$ cat src/rtl/issue_queue_mw_pkg.sv
// Shared types and sizing for the multi-lane issue queue: the decoded-instruction payload
// and the pointer-wrap helper used by both ring pointers.
package issue_queue_mw_pkg;

    typedef struct packed {
        logic [13:0] pc;
        logic        bp_taken;
        logic        is_branch;
    } PC_set;

    localparam int IQ_DEPTH        = 16;
    localparam int IQ_PUSH_W       = 2;
    localparam int IQ_POP_W        = 2;
    localparam int IQ_AFULL_MARGIN = 6;

    // One conditional subtract is enough because k never exceeds depth.
    function automatic int iq_wrap(input int ptr, input int k, input int depth);
        int s;
        s = ptr + k;
        if (s >= depth) s = s - depth;
        return s;
    endfunction

endpackage

$ cat src/rtl/issue_queue_mw_ring_ptr.sv
// Ring pointer over an arbitrary-depth buffer: advances by 0..MAXK per cycle,
// wraps modulo DEPTH, clears to zero on clr_i.
module iq_ring_ptr
    import issue_queue_mw_pkg::*;
#(
    parameter int DEPTH = 16,
    parameter int MAXK  = 2,
    localparam int PW   = $clog2(DEPTH),
    localparam int KW   = $clog2(MAXK + 1)
) (
    input  logic          clk,
    input  logic          rstn,
    input  logic          clr_i,
    input  logic [KW-1:0] adv_i,
    output logic [PW-1:0] ptr_o
);

    logic [PW-1:0] ptr_q;
    logic [PW-1:0] ptr_d;

    always_comb begin
        ptr_d = ptr_q;
        if (clr_i) ptr_d = '0;
        else       ptr_d = PW'(iq_wrap(int'(ptr_q), int'(adv_i), DEPTH));
    end

    always_ff @(posedge clk) begin
        if (!rstn) ptr_q <= '0;
        else       ptr_q <= ptr_d;
    end

    assign ptr_o = ptr_q;

endmodule

$ cat src/rtl/issue_queue_mw.sv
// Multi-lane issue queue: up to PUSH_W entries in per cycle, oldest POP_W presented to issue.
// Occupancy is tracked in count_q; pointers are never compared to decide full or empty.
module issue_queue_mw
    import issue_queue_mw_pkg::*;
#(
    parameter int DATA_W       = $bits(PC_set),
    parameter int DEPTH        = IQ_DEPTH,
    parameter int PUSH_W       = IQ_PUSH_W,
    parameter int POP_W        = IQ_POP_W,
    parameter int AFULL_MARGIN = IQ_AFULL_MARGIN
) (
    input  logic                         clk,
    input  logic                         rstn,
    input  logic [PUSH_W-1:0]            i_valid,
    input  logic [PUSH_W*DATA_W-1:0]     i_data,
    output logic                         o_in_ready,
    input  logic [$clog2(POP_W+1)-1:0]   i_pop_num,
    output logic [POP_W-1:0]             o_valid,
    output logic [POP_W*DATA_W-1:0]      o_data,
    input  logic                         flush,
    input  logic                         stall,
    output logic [$clog2(DEPTH+1)-1:0]   o_count,
    output logic                         o_almost_full
);

    localparam int CW  = $clog2(DEPTH + 1);
    localparam int PW  = $clog2(DEPTH);
    localparam int PNW = $clog2(PUSH_W + 1);
    localparam int PPW = $clog2(POP_W + 1);

    logic [DATA_W-1:0] mem [DEPTH];
    logic [CW-1:0]     count_q, count_d;
    logic              afull_q, afull_d;
    logic [PW-1:0]     wr_ptr, rd_ptr;
    logic [PNW-1:0]    push_cnt, push_n;
    logic [PPW-1:0]    pop_n;
    logic              in_ready;

    // Ready looks only at registered count, never at this cycle's pop.
    assign in_ready = (CW'(DEPTH) - count_q) >= CW'(PUSH_W);

    always_comb begin
        push_cnt = '0;
        for (int i = 0; i < PUSH_W; i++) push_cnt = push_cnt + PNW'(i_valid[i]);
        push_n = (in_ready && !flush) ? push_cnt : '0;
    end

    always_comb begin
        pop_n = '0;
        if (!stall) begin
            if (CW'(i_pop_num) > count_q) pop_n = PPW'(count_q);
            else                          pop_n = i_pop_num;
        end
    end

    always_comb begin
        count_d = count_q + CW'(push_n) - CW'(pop_n);
        if (flush) count_d = '0;
        afull_d = (DEPTH - int'(count_d)) <= AFULL_MARGIN;
    end

    always_ff @(posedge clk) begin
        if (!rstn) begin
            count_q <= '0;
            afull_q <= (DEPTH <= AFULL_MARGIN);
        end else begin
            count_q <= count_d;
            afull_q <= afull_d;
        end
    end

    always_ff @(posedge clk) begin
        for (int i = 0; i < PUSH_W; i++) begin
            if (i < int'(push_n)) mem[PW'(iq_wrap(int'(wr_ptr), i, DEPTH))] <= i_data[i*DATA_W +: DATA_W];
        end
    end

    iq_ring_ptr #(.DEPTH(DEPTH), .MAXK(PUSH_W)) u_wr_ptr (
        .clk   (clk),
        .rstn  (rstn),
        .clr_i (flush),
        .adv_i (push_n),
        .ptr_o (wr_ptr)
    );

    iq_ring_ptr #(.DEPTH(DEPTH), .MAXK(POP_W)) u_rd_ptr (
        .clk   (clk),
        .rstn  (rstn),
        .clr_i (flush),
        .adv_i (pop_n),
        .ptr_o (rd_ptr)
    );

    always_comb begin
        o_valid = '0;
        o_data  = '0;
        for (int j = 0; j < POP_W; j++) begin
            if (j < int'(count_q)) begin
                o_valid[j]                 = 1'b1;
                o_data[j*DATA_W +: DATA_W] = mem[PW'(iq_wrap(int'(rd_ptr), j, DEPTH))];
            end
        end
    end

    assign o_in_ready    = in_ready;
    assign o_count       = count_q;
    assign o_almost_full = afull_q;

    // Push lanes must be a thermometer from lane 0.
    a_valid_thermo: assert property (@(posedge clk) disable iff (!rstn)
        ((i_valid & (i_valid + 1'b1)) == '0));

endmodule
$ cat config.mk
export PLATFORM = sky130hd
export DESIGN_NAME = issue_queue_mw
export DESIGN_NICKNAME = d
export VERILOG_FILES = /design/src/rtl/issue_queue_mw_pkg.sv /design/src/rtl/issue_queue_mw_ring_ptr.sv /design/src/rtl/issue_queue_mw.sv
export SDC_FILE = /design/constraint.sdc
export NUM_CORES = 1
export LEC_CHECK = 0
export BUFFER_PORTS_ARGS = -buffer_cell sky130_fd_sc_hd__buf_2
export CORE_MARGIN = 2
export CORE_UTILIZATION = 33
export DETAILED_ROUTE_END_ITERATION = 16
export GPL_TIMING_DRIVEN = 0
export PLACE_DENSITY = 0.55
export SYNTH_ARGS = -nofsm -noshare
export SYNTH_HDL_FRONTEND = slang
export SYNTH_HIERARCHICAL = 1
export SYNTH_SLANG_ARGS = --single-unit
export TNS_END_PERCENT = 50
$ cat constraint.sdc
create_clock -name clk -period 4.2 [get_ports clk]
set_input_delay 0.84 -clock clk [delete_from_list [all_inputs] [get_ports clk]]
set_output_delay 0.84 -clock clk [all_outputs]
set_load 0.05 [all_outputs]
## Word-level counts from Yosys, hierarchy flattened

Memory sizes are Yosys's and may differ from the RTL's.
Index checks and enable logic that the tools add are counted.

- Add/subtract/negate cells: 15
- Multipliers: 0
- Div/mod/pow operators: 0
- Order comparisons: 13
- Equal/unequal tests: 0
- Shift-type cells: 0
- Muxes and demuxes: 22
- Bitwise operators: 1
- Reductions and logical operators: 3

Operators with widths:

| operator | count |
|---|---|
| $mux 4 | 10 |
| $mux 16 | 2 |
| $sub 4x1->4 const B | 6 |
| $ge 5x5->1 const B | 4 |
| $add 4x1->5 const B | 2 |
| $add 4x2->5 | 2 |
| $ge 4x5->1 const B | 2 |
| $lt 1x5->1 const A | 2 |
| $le 6x4->1 const B | 1 |
| $mux 1 | 6 |
| $mux 2 | 3 |
| $sub 5x5->6 const A | 1 |
| $add 5x2->5 | 1 |
| $ge 5x2->1 const B | 1 |
| $gt 2x5->1 | 1 |
| $mux 5 | 1 |
| $sub 5x2->5 | 1 |
| $sub 5x5->5 const A | 1 |
| $lt 1x2->1 const A | 2 |
| $add 1x1->2 | 1 |
| $reduce_or 2->1 | 1 |
| $logic_and 1x1->1 | 1 |
| $logic_not 1->1 | 1 |
| $not 1->1 | 1 |

- Register bits: 14
- Bits in latches: 0
- Bits in writable memories: 256
- Bits in read-only memories: 0
- Output and inout port bits: 41
- Logic and storage cells: 59
- Memories kept: 1

Memory list:

| name | depth | width | rd ports | clocked after Yosys merged registers in | write ports | RTL line | text |
|---|---|---|---|---|---|---|---|
| mem | 16 | 16 | 2 | 0 | 2 | issue_queue_mw.sv:31 | `logic [DATA_W-1:0] mem [DEPTH];` |

## Longest topological paths before layout

- Depth in word-level cells: 9
- Mapped depth: 21
- Gate-level depth less buffers: 19

## Cells and area by module

The synthesis kept the hierarchy.

By module, submodules not included:

| module | instances | cells each | area each (um2) |
|---|---|---|---|
| issue_queue_mw | 1 | 992 | 16308.1 |
| iq_ring_ptr | 2 | 18 | 187.7 |

## Least setup slack after synthesis

No wires, ideal clock.

- Kind: register to register
- Start point: register count_q[1] (netlist: o_count[1])
- End point: memory mem[7][0] (netlist bit) (enable)
- Data arrival time: 3.841 ns
- Required time: 3.764 ns
- Path slack: -0.077 ns
- Cell stages (with the launch flop): 11
- Clock period less this slack: 4.277 ns
- Cell sequence: dfxtp_1 inv_1 ha_1 or3b_1 o21ai_0 o2111a_2 inv_2 buf_6 buf_6 nand2b_1 nor4b_1

RTL lines:

| element | RTL line | text |
|---|---|---|
| from (decl) | issue_queue_mw.sv:32 | `logic [CW-1:0] count_q, count_d;` |
| from (signal assigned) | issue_queue_mw.sv:67 | `count_q <= count_d;` |
| to (decl) | issue_queue_mw.sv:31 |  |

## Worst setup path after layout

- Start point: register u_rd_ptr.ptr_q[1] (netlist: u_rd_ptr/ptr_o[1])
- End point: output o_data[6]

- Word-level cells in the longest chain between the ends: 5
- Elaborated cells on any way between the ends: 6
- Classes of those cells: add/sub (1); order compare (1); mux (3); memory (1)

Ends and longest elaborated chain:

| element | RTL line | text |
|---|---|---|
| from (decl) | issue_queue_mw_ring_ptr.sv:18 | `logic [PW-1:0] ptr_q;` |
| from (signal assigned) | issue_queue_mw_ring_ptr.sv:29 | `else ptr_q <= ptr_d;` |
| $sub 4x1->4 / $ge 4x5->1 (equally long branches) | issue_queue_mw_pkg.sv:20 | `if (s >= depth) s = s - depth;` |
| $mux 4 * | issue_queue_mw_pkg.sv:20 |  |
| $mux 4 * | issue_queue_mw.sv:98 | `if (j < int'(count_q)) begin` |
| $mem_v2 16x16 * | n/a |  |
| $mux 16 * | issue_queue_mw.sv:98 |  |
| to (decl) | issue_queue_mw.sv:19 | `output logic [POP_W*DATA_W-1:0] o_data,` |

Mark *: on every way between the ends. The rest lies on a longest branch, timed or not. The select of a mux whose other input is x is not followed.

==> impl_results.md <==
* Number of synthesis warnings at 6
* Slew HR at 42.87%
* Net switching power at 3689 uW
* Max-slew violations at 0
* Pwr per Cell Area at 483.1 nW/um2
* RSZ-0062 raised after global routing: true
* Final Core Density at 38.54%
* Ys flop type: edfxtp_1
* Final count of hold timing violations at 0
* Endpoint class of the critical path: output pin
* Critical Path RT at 3.36 ns
* DRC at 0
* Largest net degree at the start of global routing at 17
* Wirelength per Cell at 29.17 um
* Fin Setup TNS at 0 ns
* Leak at 0.006551 uW
* Routability congestion estimate at 0.8439
* DR pass1 iterations at 5
* Area Overhead vs Synth at 15.65%
* Sequential-to-total area share from yosys stat at 47.76%
* Mean Syn Cell Area at 16.23 um2
* Routed Antenna Nets at 0
* Die area at 52370 um2
* R2r startpoint: o_count[0]
* Status: finished, final reports clean
* Setup crit start: u_rd_ptr/ptr_o[1]
* CTS max path bufs at 3
* Post-synth cell types at 54
* Post-synth design cell area at 16680 um2
* Arr. time, crit path at 3.28 ns
* Max Cap Viol at 0
* DR vias at 10527
* Total Routing Usage GR at 20.47%
* Layout Nets at 1222
* Sw frac at 39.58%
* Flops & latches, synth at 270
* Total wire length at 54.09 mm
* First-pass GRT wire length at 77.55 mm
* H-tree depth at 1
* Antenna violations before repair at 4
* I/O pin count at 81
* DRT iter0 DRCs at 975
* Comb pwr share at 40.5%
* CP Class: register to output pin
* WHS at 0.5058 ns
* CORE AREA at 50070 um2
* Post-layout min period at 4.116 ns
* VDD IR max at 399.1 uV
* CTS tree: built
* Clock share of power at 26.1%
* Final Cycle Share at 97.99%
* Inserted Clock Buffers at 30
* CP startpoint kind: register
* Asr flop ratio synth at 0%
* Avg Vias per Cell at 5.678
* Number of core rows at 82
* HP Start: u_rd_ptr/ptr_o[3]
* Layout cells sized above 1 at 54.28%
* Cell count after synthesis at 1028
* I/O Buffers at 80
* Pint at 5632 uW
* Setup violators final at 0
* Skew-Pair Late Insertion Delay at 0.58 ns
* Worst-Margin Slew at 0.8563 ns
* Max Clock Freq at 243.0 MHz
* CP Max Fanout at 10
* Post-synth EDFFs at 256
* Die width at 228.8 um
* Sequential Power Share at 33.3%
* Vias in the first global route at 10663
* Hold Buf Count CTS at 0
* CTS Sinks at 270
* Worst Skew at 0.01441 ns
* GRT overflow at 0
* Detailed placer's ending HPWL at 39.11 mm
* HP Class: register to register
* Starting Density at 33.32%
* Synth Net Count at 1091
* CTS clk-pin slew, worst paths at 0.06 ns
* Root buf cell: clkbuf_16
* Die Ht at 228.8 um
-- final timing paths --
| check | slack (ns) | cells after the start | end |
|---|---|---|---|
| setup / recovery | 0.08 | 6 | o_data[6] |
| setup reg to reg | 0.19 | 18 | o_almost_full |
| hold / removal | 0.51 | 2 | u_rd_ptr/ptr_o[3] |
| hold reg to reg | 0.51 | 2 | u_rd_ptr/ptr_o[3] |
-- worst max-delay path, stage by stage (launching register included) --
cell	delay, ns
dfxtp_1	0.51
buf_4	0.31
buf_4	0.35
mux4_2	0.63
mux4_2	0.52
nor2b_1	0.15
buf_2	0.22
-- cell families after synthesis --
kind of cell	Yosys count	share of synthesized area (%)
buffers and inverters	122	3.915
XOR/XNOR	9	0.4724
AO/OA/AOI/OAI	65	2.722
multiplexers	420	38.84
flip-flops	270	47.76
AND/OR/NAND/NOR	119	4.387
adder cells (fa/ha/maj)	23	1.905
-- flip-flops by register name (all words and copies together) (netlist names) --
register        count
o_count             5
u_rd_ptr/ptr_o      4
mem               256
o_almost_full       1
u_wr_ptr/ptr_o      4
-- cells in the mapped netlist, types with 8 or more instances --
| library cell | n | area (um2) |
|---|---|---|
| a211oi_1 | 32 | 240.2 |
| a21oi_1 | 8 | 40.04 |
| and3_1 | 9 | 56.30 |
| buf_2 | 33 | 165.2 |
| buf_6 | 12 | 135.1 |
| clkbuf_1 | 49 | 183.9 |
| dfxtp_1 | 14 | 280.3 |
| edfxtp_1 | 256 | 7687 |
| ha_1 | 19 | 237.7 |
| inv_1 | 19 | 71.32 |
| mux2_2 | 211 | 2376 |
| mux2_4 | 41 | 615.6 |
| mux2i_1 | 20 | 200.2 |
| mux4_2 | 144 | 3243 |
| nand2_1 | 11 | 41.29 |
| nand2b_1 | 8 | 50.05 |
| nor2_1 | 16 | 60.06 |
| nor2b_1 | 38 | 237.7 |
| o21ai_0 | 10 | 50.05 |
-- timing repair --
action,CTS,global route
pin swaps,0,1
hold endpoints to repair,0,0
setup endpoints to repair,34,15
setup buffers,0,1
resized for setup,42,13
-- area by class of cell --
type,instances,area [um2]
timing repair buffer,99,686.9
multi-input combinational,636,8194
sequential,270,7974
clock inverter,18,97.59
tap,672,840.8
clock buffer,36,773.2
fill,4753,30770
inverter,20,75.07
antenna,1,2.502
buffer,102,650.6
-- metrics by stage --
stage               power [uW]  instance area [um2]  worst slack, ns  std cells
CTS                       9312                19250        0.0003264       1852
finish                    9322                19290          0.08437       1854
floorplan                 5756                16690         -0.03976       1028
global placement          6784                17930           -1.915       1780
detailed placement        6831                18270          -0.1443       1798
global route              9649                19290         -0.06890       1854
-- routing by layer --
| layer | wire length, um | track usage [%] | part of all wire, % |
|---|---|---|---|
| met1 | 22880 | 28.41 | 42 |
| met3 | 3491 | 2.358 | 6.5 |
| met2 | 26530 | 34.37 | 49 |
| met4 | 1157 | 4.951 | 2.1 |
| met5 | 27 | 0 | 0.050 |
-- power by group through the flow --
stage | sequential, uW | clock (uW) | combinational [uW]
finish | 3110 | 2440 | 3780
global route | 3110 | 2550 | 3980
CTS | 3100 | 2460 | 3740
detailed placement | 3160 | 0 | 3670
global placement | 3160 | 0 | 3620
floorplan | 3210 | 0 | 2540
-- placed cells by master (no fill, tap or decap), drive strengths merged, types with 2 or more instances in the layout --
cell type	n
a211oi	32
fa	4
mux2i	20
or3b	2
xnor2	5
dfxtp	14
o21ai	10
o21bai	6
nand3b	5
nand3	8
clkinv	17
mux2	256
nor3	3
or3	5
clkbuf	89
edfxtp	256
buf	147
o31ai	2
nor2b	38
nor2	16
nand2	11
and3	9
nand4	3
xor2	4
ha	19
a21oi	8
nand2b	8
inv	20
mux4	144
and2	5
Power figures use the tool's default switching activity.
